===== config.mk =====
export PLATFORM = sky130hd
export DESIGN_NAME = seq_counter_flat
export DESIGN_NICKNAME = d
export VERILOG_FILES = /design/src/rtl/seq_counter_if.sv /design/src/rtl/seq_counter.sv /design/src/flat_wrapper.sv
export SDC_FILE = /design/constraint.sdc
export NUM_CORES = 1
export LEC_CHECK = 0
export ABC_AREA = 1
export CELL_PAD_IN_SITES_DETAIL_PLACEMENT = 0
export CELL_PAD_IN_SITES_GLOBAL_PLACEMENT = 1
export CORE_ASPECT_RATIO = 1.5
export CORE_MARGIN = 1
export CORE_UTILIZATION = 42
export CTS_BUF_LIST = sky130_fd_sc_hd__clkbuf_2
export DETAILED_ROUTE_END_ITERATION = 10
export PLACE_DENSITY = 0.89
export SYNTH_ARGS = -nofsm -noshare
export SYNTH_HDL_FRONTEND = slang
export SYNTH_SLANG_ARGS = --single-unit

===== constraint.sdc =====
create_clock -name clock -period 2 [get_ports clock]
set_input_delay 0.4 -clock clock [delete_from_list [all_inputs] [get_ports clock]]
set_output_delay 0.4 -clock clock [all_outputs]
set_load 0.1 [all_outputs]

===== src/rtl/seq_counter_if.sv =====
// Control, table-write and status bundle for seq_counter.
// The master side drives the sequence controls and table writes, and the slave side returns the counter status.
interface seq_counter_if #(
  parameter int WIDTH = 4,
  parameter int PW    = 3
) ();
  logic             start;
  logic             enable;
  logic             loop;
  logic [PW-1:0]    last_phase;
  logic             wr_en;
  logic [PW-1:0]    wr_addr;
  logic [WIDTH-1:0] wr_data;

  logic [WIDTH-1:0] count;
  logic [PW-1:0]    phase;
  logic             running;
  logic             phase_done;
  logic             seq_done;

  modport master (
    output start, enable, loop, last_phase, wr_en, wr_addr, wr_data,
    input  count, phase, running, phase_done, seq_done
  );

  modport slave (
    input  start, enable, loop, last_phase, wr_en, wr_addr, wr_data,
    output count, phase, running, phase_done, seq_done
  );
endinterface


===== src/rtl/seq_counter.sv =====
// Multi-phase sequence counter: each phase counts from 0 up to its own terminal value held in a
// writable limit table, with one-shot or looping sequences and registered done pulses.
module seq_counter #(
  parameter int WIDTH = 4,
  parameter int DEPTH = 5,
  parameter int PW    = 3
) (
  input  logic clock,
  input  logic reset,
  seq_counter_if.slave bus
);

  typedef enum logic [1:0] {
    IDLE = 2'd0,
    RUN  = 2'd1,
    DONE = 2'd2
  } state_e;

  state_e           state_q;
  logic [WIDTH-1:0] count_q;
  logic [PW-1:0]    phase_q;
  logic             running_q;
  logic             phase_done_q;
  logic             seq_done_q;
  logic             loop_q;
  logic [PW-1:0]    last_q;

  logic [WIDTH-1:0] limit_q [DEPTH];

  logic [WIDTH-1:0] cur_limit_d;
  logic [PW-1:0]    last_phase_d;
  logic             phase_end_d;
  logic [WIDTH-1:0] count_inc_d;
  logic [PW-1:0]    phase_inc_d;

  // Out-of-range addresses match no entry, so those writes fall away naturally.
  always_ff @(posedge clock) begin
    if (reset) begin
      for (int i = 0; i < DEPTH; i++) begin
        limit_q[i] <= '1;
      end
    end else if (bus.wr_en) begin
      for (int i = 0; i < DEPTH; i++) begin
        if (bus.wr_addr == PW'(i)) begin
          limit_q[i] <= bus.wr_data;
        end
      end
    end
  end

  always_comb begin
    cur_limit_d = limit_q[0];
    for (int i = 0; i < DEPTH; i++) begin
      if (phase_q == PW'(i)) begin
        cur_limit_d = limit_q[i];
      end
    end
  end

  // Widened compare so the clamp still works when DEPTH equals 2**PW.
  always_comb begin
    if ({1'b0, bus.last_phase} >= (PW + 1)'(DEPTH)) begin
      last_phase_d = PW'(DEPTH - 1);
    end else begin
      last_phase_d = bus.last_phase;
    end
  end

  // Equality only: a limit lowered below the live count lets the count run on and wrap.
  assign phase_end_d = (count_q == cur_limit_d);
  assign count_inc_d = count_q + 1'b1;
  assign phase_inc_d = phase_q + 1'b1;

  always_ff @(posedge clock) begin
    if (reset) begin
      state_q      <= IDLE;
      count_q      <= '0;
      phase_q      <= '0;
      running_q    <= 1'b0;
      phase_done_q <= 1'b0;
      seq_done_q   <= 1'b0;
      loop_q       <= 1'b0;
      last_q       <= '0;
    end else begin
      phase_done_q <= 1'b0;
      seq_done_q   <= 1'b0;
      if (bus.start) begin
        state_q   <= RUN;
        count_q   <= '0;
        phase_q   <= '0;
        running_q <= 1'b1;
        loop_q    <= bus.loop;
        last_q    <= last_phase_d;
      end else begin
        case (state_q)
          RUN: begin
            if (bus.enable) begin
              if (!phase_end_d) begin
                count_q <= count_inc_d;
              end else begin
                count_q      <= '0;
                phase_done_q <= 1'b1;
                if (phase_q < last_q) begin
                  phase_q <= phase_inc_d;
                end else begin
                  seq_done_q <= 1'b1;
                  if (loop_q) begin
                    phase_q <= '0;
                  end else begin
                    state_q   <= DONE;
                    running_q <= 1'b0;
                  end
                end
              end
            end
          end
          default: begin
          end
        endcase
      end
    end
  end

  assign bus.count      = count_q;
  assign bus.phase      = phase_q;
  assign bus.running    = running_q;
  assign bus.phase_done = phase_done_q;
  assign bus.seq_done   = seq_done_q;

endmodule


===== src/flat_wrapper.sv =====
// flat-port wrapper written by rule: the top's interface ports become plain ports
module seq_counter_flat 
#(
  parameter int WIDTH = 4,
  parameter int DEPTH = 5,
  parameter int PW    = 3
)
  (clock, reset, bus_start, bus_enable, bus_loop, bus_last_phase, bus_wr_en, bus_wr_addr, bus_wr_data, bus_count, bus_phase, bus_running, bus_phase_done, bus_seq_done);
  seq_counter_if #(.WIDTH(WIDTH), .PW(PW)) bus_i ();
  input  logic clock;
  input  logic reset;
  input wire logic [$bits(bus_i.start)-1:0] bus_start;
  input wire logic [$bits(bus_i.enable)-1:0] bus_enable;
  input wire logic [$bits(bus_i.loop)-1:0] bus_loop;
  input wire logic [$bits(bus_i.last_phase)-1:0] bus_last_phase;
  input wire logic [$bits(bus_i.wr_en)-1:0] bus_wr_en;
  input wire logic [$bits(bus_i.wr_addr)-1:0] bus_wr_addr;
  input wire logic [$bits(bus_i.wr_data)-1:0] bus_wr_data;
  output wire logic [$bits(bus_i.count)-1:0] bus_count;
  output wire logic [$bits(bus_i.phase)-1:0] bus_phase;
  output wire logic [$bits(bus_i.running)-1:0] bus_running;
  output wire logic [$bits(bus_i.phase_done)-1:0] bus_phase_done;
  output wire logic [$bits(bus_i.seq_done)-1:0] bus_seq_done;
  assign bus_i.start = bus_start;
  assign bus_i.enable = bus_enable;
  assign bus_i.loop = bus_loop;
  assign bus_i.last_phase = bus_last_phase;
  assign bus_i.wr_en = bus_wr_en;
  assign bus_i.wr_addr = bus_wr_addr;
  assign bus_i.wr_data = bus_wr_data;
  assign bus_count = bus_i.count;
  assign bus_phase = bus_i.phase;
  assign bus_running = bus_i.running;
  assign bus_phase_done = bus_i.phase_done;
  assign bus_seq_done = bus_i.seq_done;
  seq_counter #(.WIDTH(WIDTH), .DEPTH(DEPTH), .PW(PW)) u_core (.clock(clock), .reset(reset), .bus(bus_i));
endmodule

==> results.cfg, run 1 <==
[grt]
grt_pass1_vias = 1388
grt_pass1_wl_microns = 6244
grt_start_max_net_pins = 12
grt_usage_pct = 17.74
grt_overflow = 0
antenna_found_initial = 0

[sta]
min_period_ns = 1.798
worst_pin_slew_ns = 0.3085
setup_viol = 0
fin_worst_skew_ns = 0.008132
finalHoldViolCount = 0
slew_headroom_pct = 79.44
fin_crit_sh_pct = 89.90
clock.fmax_mhz = 556.2
grt_setup_unrepaired = no
slew_violations = 0
worst_slack_ns = 0.2020
finalSetupTns_ns = 0

[layout]
finalInstanceArea_sq_mm = 0.002241
layout.cells.non_filler = 298
drive_gt1_share_pct = 18.58
final_cell_mix = 65 x nand2_1, 31 x inv_1, 22 x nand3_1, 20 x edfxtp_1, 16 x buf_4
antenna_cells = 0
n_fill_cell = 360
final_util_pct = 55.62
final_common_cell = nand2_1
multi_input_area_sq_um = 787.0
regArea_sq_um = 913.4
area_delta_synth_final_pct = 24.90
final_nets = 276

[floorplan]
fp-row-count = 28
fp.dieH_microns = 82.05
initial_core_util_pct = 44.53
die_w_microns = 55.37
pin_count = 26
die_area_sq_mm = 0.004543
core_area_sq_mm = 0.004029

[worst_setup_path]
path_class = reg2reg
cp_max_fo = 8
arrival_ns = 2.07
regToRegSetupSlack_ns = 0.20
setup.worst_path.end_class = register
start_kind = register
required_ns = 2.27

[clocking]
root_buffer = clkbuf_2
clk_pin_slew_worst_paths_ns = 0.16
numClockSinks = 35
clk_path_buf_depth = 2
clk_latency_ns = 0.36
cts_tree = done
numCtsBuffers = 5
cts_max_level = 2

[detailed_routing]
via_per_inst = 4.856
drc = 0
drt_pre_antenna_iters = 4
drtIter0Drc = 40
ant_nets = 0
routedWlPerCell_microns = 11.94
routed_wirelength_microns = 3559
via_count = 1447

[placement]
dp_slack_ns = 0.03466
place_area_sq_mm = 0.002155
placed_cells = 289
gp_congestion = 0.7537
io_buffer_count = 25
dp.final_hpwl_microns = 2875

[yosys]
syn-cell-area_sq_mm = 0.001794
synth_top_cell_by_area = edfxtp_1
synth_nets = 237
yosys-top-cells-area = edfxtp_1 33%, dfxtp_1 17%, nand2_1 14%
ys_seq_elements = 35
syn_avg_cell_area_sq_um = 8.424
yosysWarnings = 0
synth_top_area_share_pct = 33.47
postSynthCellCount = 213
ys_seq_area_share_pct = 50.21
ys_types = 26

[power_and_ir_drop]
p_per_area_mw_per_mm2 = 578.5
peakVddDrop_v = 0.0004138
leakagePower_nw = 0.9973

[hold_path]
hp-class = reg2reg

[status]
status = finished clean

[flow_run]
cap_violations = 0
-- cells by family (layout without fill, tap and decap cells) --
kind of cell | count (synthesis) | count (layout) | share of synthesized area [%]
flip-flops | 35 | 35 | 50.21
AND/OR/NAND/NOR | 118 | 118 | 30.75
AO/OA/AOI/OAI | 14 | 14 | 4.812
XOR/XNOR | 1 | 1 | 0.4882
adder cells (fa/ha/maj) | 8 | 8 | 5.579
buffers and inverters | 37 | 77 | 8.159
-- cells in the mapped netlist --
library cell / number
nor2_2: 1
nand3_2: 2
nor2_8: 1
nand4_1: 4
a21oi_1: 5
nor2_1: 13
nor3_2: 1
nand3b_1: 1
inv_2: 3
nand2_1: 65
buf_6: 1
nand3_4: 1
inv_1: 33
nand2_2: 2
a32o_1: 1
ha_1: 8
a211oi_1: 2
a21o_1: 1
edfxtp_1: 20
dfxtp_1: 15
or2_1: 4
o21ai_0: 4
nor3_1: 1
xor2_1: 1
nand3_1: 22
a21oi_2: 1
-- power by group --
group / switching, mW / internal (mW) / total [mW] / leakage (nW)
Sequential: 0.0132 / 0.797 / 0.810 / 0.324
Combinational: 0.102 / 0.0708 / 0.173 / 0.643
Clock: 0.227 / 0.0862 / 0.313 / 0.0304
-- metrics by stage --
| step | hold WS [ns] | power, mW |
|---|---|---|
| global route | 0.5075 | 1.357 |
| CTS | 0.4705 | 1.304 |
| floorplan | 0.4352 | 0.9239 |
| global placement | 0.4451 | 0.9964 |
| detailed placement | 0.4499 | 1.000 |
| finish | 0.4681 | 1.296 |
-- area by class of cell --
class	count	share of cell area [%]
clock buffers	6	1.340
clock inverters	2	0.3908
inverters	36	6.030
multi-input cells	141	35.12
flip-flops and latches	35	40.76
well taps	45	2.513
repair buffers	33	13.85
-- critical path, cell delays in order, from the launching register on --
cell	delay [ns]
dfxtp_4	0.40
inv_2	0.12
ha_1	0.16
nand2_1	0.14
or2_1	0.26
nand2_1	0.07
nand2_1	0.04
nand2_1	0.09
nand2_1	0.07
inv_2	0.12
nand3_1	0.12
nand2_1	0.08
a21oi_1	0.06
-- per-layer routing --
metal / wire length (microns) / track usage (%) / vias up
met3: 94 / 3.622 / 13
li1: - / - / 763
met1: 1521 / 20.60 / 645
met2: 1832 / 31.45 / 26
met5: 0 / 0 / -
met4: 111 / 8.250 / 0
-- worst paths after layout --
path,start,endpoint,cells after the start
worst max-delay path,u_core.bus.phase[0],u_core.state_q[0],12
worst max register to register,u_core.bus.phase[0],u_core.state_q[0],12
worst min-delay path,u_core.state_q[1],u_core.state_q[1],2
worst min register to register,u_core.state_q[1],u_core.state_q[1],2
-- repair_timing --
action	4_1_cts	5_1_grt
setup buffers	0	1
endpoints found under the hold margin	0	0
setup endpoints to repair	0	11
gates resized for setup	0	9
hold buffers	0	0
-- registers in the layout (all words and copies together), names as in the netlist --
signal and count:
u_core.state_q 2, u_core.bus.phase_done 1, u_core.bus.phase 3, u_core.bus.count 4
u_core.bus.seq_done 1, u_core.last_q 3, u_core.limit_q 20, u_core.loop_q 1
Power figures use the tool's default switching activity.
==> run 2, diff against run 1 <==
- CAP_MARGIN: unset -> 20
- HOLD_SLACK_MARGIN: unset -> 0.15
==> results of run 2 <==
Same layout as run 1: the final DEF is identical, and so are final timing and power.
==> run 3, diff against run 2 <==
- PLACE_DENSITY: 0.89 -> 0.79
- SKIP_LAST_GASP: unset -> 1
==> run 3 against run 2 <==
Effect of this change: clock skew is 0.0017 ns lower; clock power fell by 3%; register-to-register slack gained 0.03 ns; count of clock-buffer cells in the layout did not move; die area stayed put; sequential power barely moved; routed wire length decreased by 3.3%; critical endpoint unchanged; largest cell class unchanged; largest power group unchanged; highest routed layer unchanged.
==> results.cfg, run 3 (synthesis results as in run 1) <==
[sta]
slew_violations = 0
setup_viol = 0
grt_setup_unrepaired = no
worst_slack_ns = 0.2351
slew_headroom_pct = 80.57
finalHoldViolCount = 0
timing.hold.ws_ns = 0.4728
clock.fmax_mhz = 566.6
fin_worst_skew_ns = 0.006467
worst_pin_slew_ns = 0.2910
min_period_ns = 1.765
fin_crit_sh_pct = 88.25
finalSetupTns_ns = 0

[status]
status = finished clean

[detailed_routing]
via_count = 1443
routed_wirelength_microns = 3442
drtIter0Drc = 37
ant_nets = 0
drt_pre_antenna_iters = 3
routedWlPerCell_microns = 11.51
via_per_inst = 4.826
drc = 0

[worst_setup_path]
reg2reg_from = u_core.bus.phase[0]
required_ns = 2.27
r2r_cells = 13
setup.worst_path.end_class = register
start_kind = register
r2r-end = u_core.state_q[0]
arrival_ns = 2.03
regToRegSetupSlack_ns = 0.24
cp_max_fo = 6
path_class = reg2reg

[clocking]
clk_pin_slew_worst_paths_ns = 0.16
clk_path_buf_depth = 2
clk_latency_ns = 0.36
numClockSinks = 35
numCtsBuffers = 5
cts_tree = done
hold_buffers = 0
root_buffer = clkbuf_2
cts_max_level = 2

[floorplan]
fp.dieH_microns = 82.05
core_area_sq_mm = 0.004029
fp-row-count = 28
pin_count = 26
die_w_microns = 55.37
die_area_sq_mm = 0.004543
initial_core_util_pct = 44.53

[grt]
grt_overflow = 0
grt_usage_pct = 17.03
grt_start_max_net_pins = 12
grt_pass1_vias = 1342
grt_pass1_wl_microns = 5892
antenna_found_initial = 0

[layout]
top_register = u_core.limit_q
final_cell_mix = 64 x nand2_1, 31 x inv_1, 22 x nand3_1, 20 x edfxtp_1, 17 x buf_4
largest_reg_flops = 20
antenna_cells = 0
area_delta_synth_final_pct = 25.38
multi_input_area_sq_um = 789.5
n_fill_cell = 390
regArea_sq_um = 913.4
final_util_pct = 55.84
final_nets = 277
drive_gt1_share_pct = 18.90
final_common_cell = nand2_1

[placement]
dp.final_hpwl_microns = 2785
io_buffer_count = 25
gp_congestion = 0.7774
dp_slack_ns = 0.01885

[power_and_ir_drop]
leakagePower_nw = 0.9994
peakVddDrop_v = 0.0003764
p_per_area_mw_per_mm2 = 572.0

[flow_run]
cap_violations = 0

[hold_path]
min_path_cells = 2
worstHoldStart = u_core.state_q[1]
hp-class = reg2reg
worstHoldEndpoint = u_core.state_q[1]
run 3: metrics by stage:
stage	power [mW]	cells	instance area, sq um
5_1_grt	1.347	299	2250
6_report	1.287	299	2250
3_5_place_dp	1.001	290	2162
2_1_floorplan	0.9239	213	1807
4_1_cts	1.302	298	2200
3_3_place_gp	1.001	290	2162
run 3: worst max-delay path, stage by stage (launching register included):
cell     delay, ns
dfxtp_4       0.40
inv_2         0.12
ha_4          0.19
nand2_1       0.10
nand3_1       0.11
nand2_1       0.06
nand2_1       0.07
nand2_1       0.05
nand2_1       0.06
nand2_2       0.08
nor2_8        0.18
nand3_1       0.13
nand2_1       0.08
a21oi_1       0.05
run 3: worst max path at each step:
stage	start	slack, ns	endpoint
after floorplan	u_core.bus.phase[2]	0.02	u_core.bus.count[2]
after global placement	reset	0.02	u_core.limit_q[0][9]
after detailed placement	reset	0.02	u_core.limit_q[0][9]
after CTS	u_core.bus.phase[1]	0.09	u_core.state_q[0]
after global routing	u_core.bus.phase[0]	0.02	u_core.bus.phase[0]
final	u_core.bus.phase[0]	0.24	u_core.state_q[0]
run 3: final cells by class:
class                           count  area share (%)
Clock buffer                        6           1.335
Multi-Input combinational cell    141           35.09
Inverter                           36           6.007
Timing Repair Buffer               34           14.13
Sequential cell                    35           40.60
Tap cell                           45           2.503
Clock inverter                      2          0.3337
run 3: where the power goes:
part / internal (mW) / switching [mW]
combinational: 0.0719 / 0.102
clock: 0.0843 / 0.220
sequential: 0.797 / 0.0130
total: 0.953 / 0.334
run 3: metal layers:
layer  up-vias  wire, microns  GRT usage [%]
met5         -              0              0
met1       649           1496          19.22
li1        769              -              -
met4         0             81          9.000
met3         6             61          2.835
met2        19           1803          30.84
run 3: what timing repair did:
| item | 4_1_cts | 5_1_grt |
|---|---|---|
| endpoints found under the setup margin | 0 | 11 |
| buffers inserted | 0 | 1 |
| gates resized for setup | 0 | 10 |
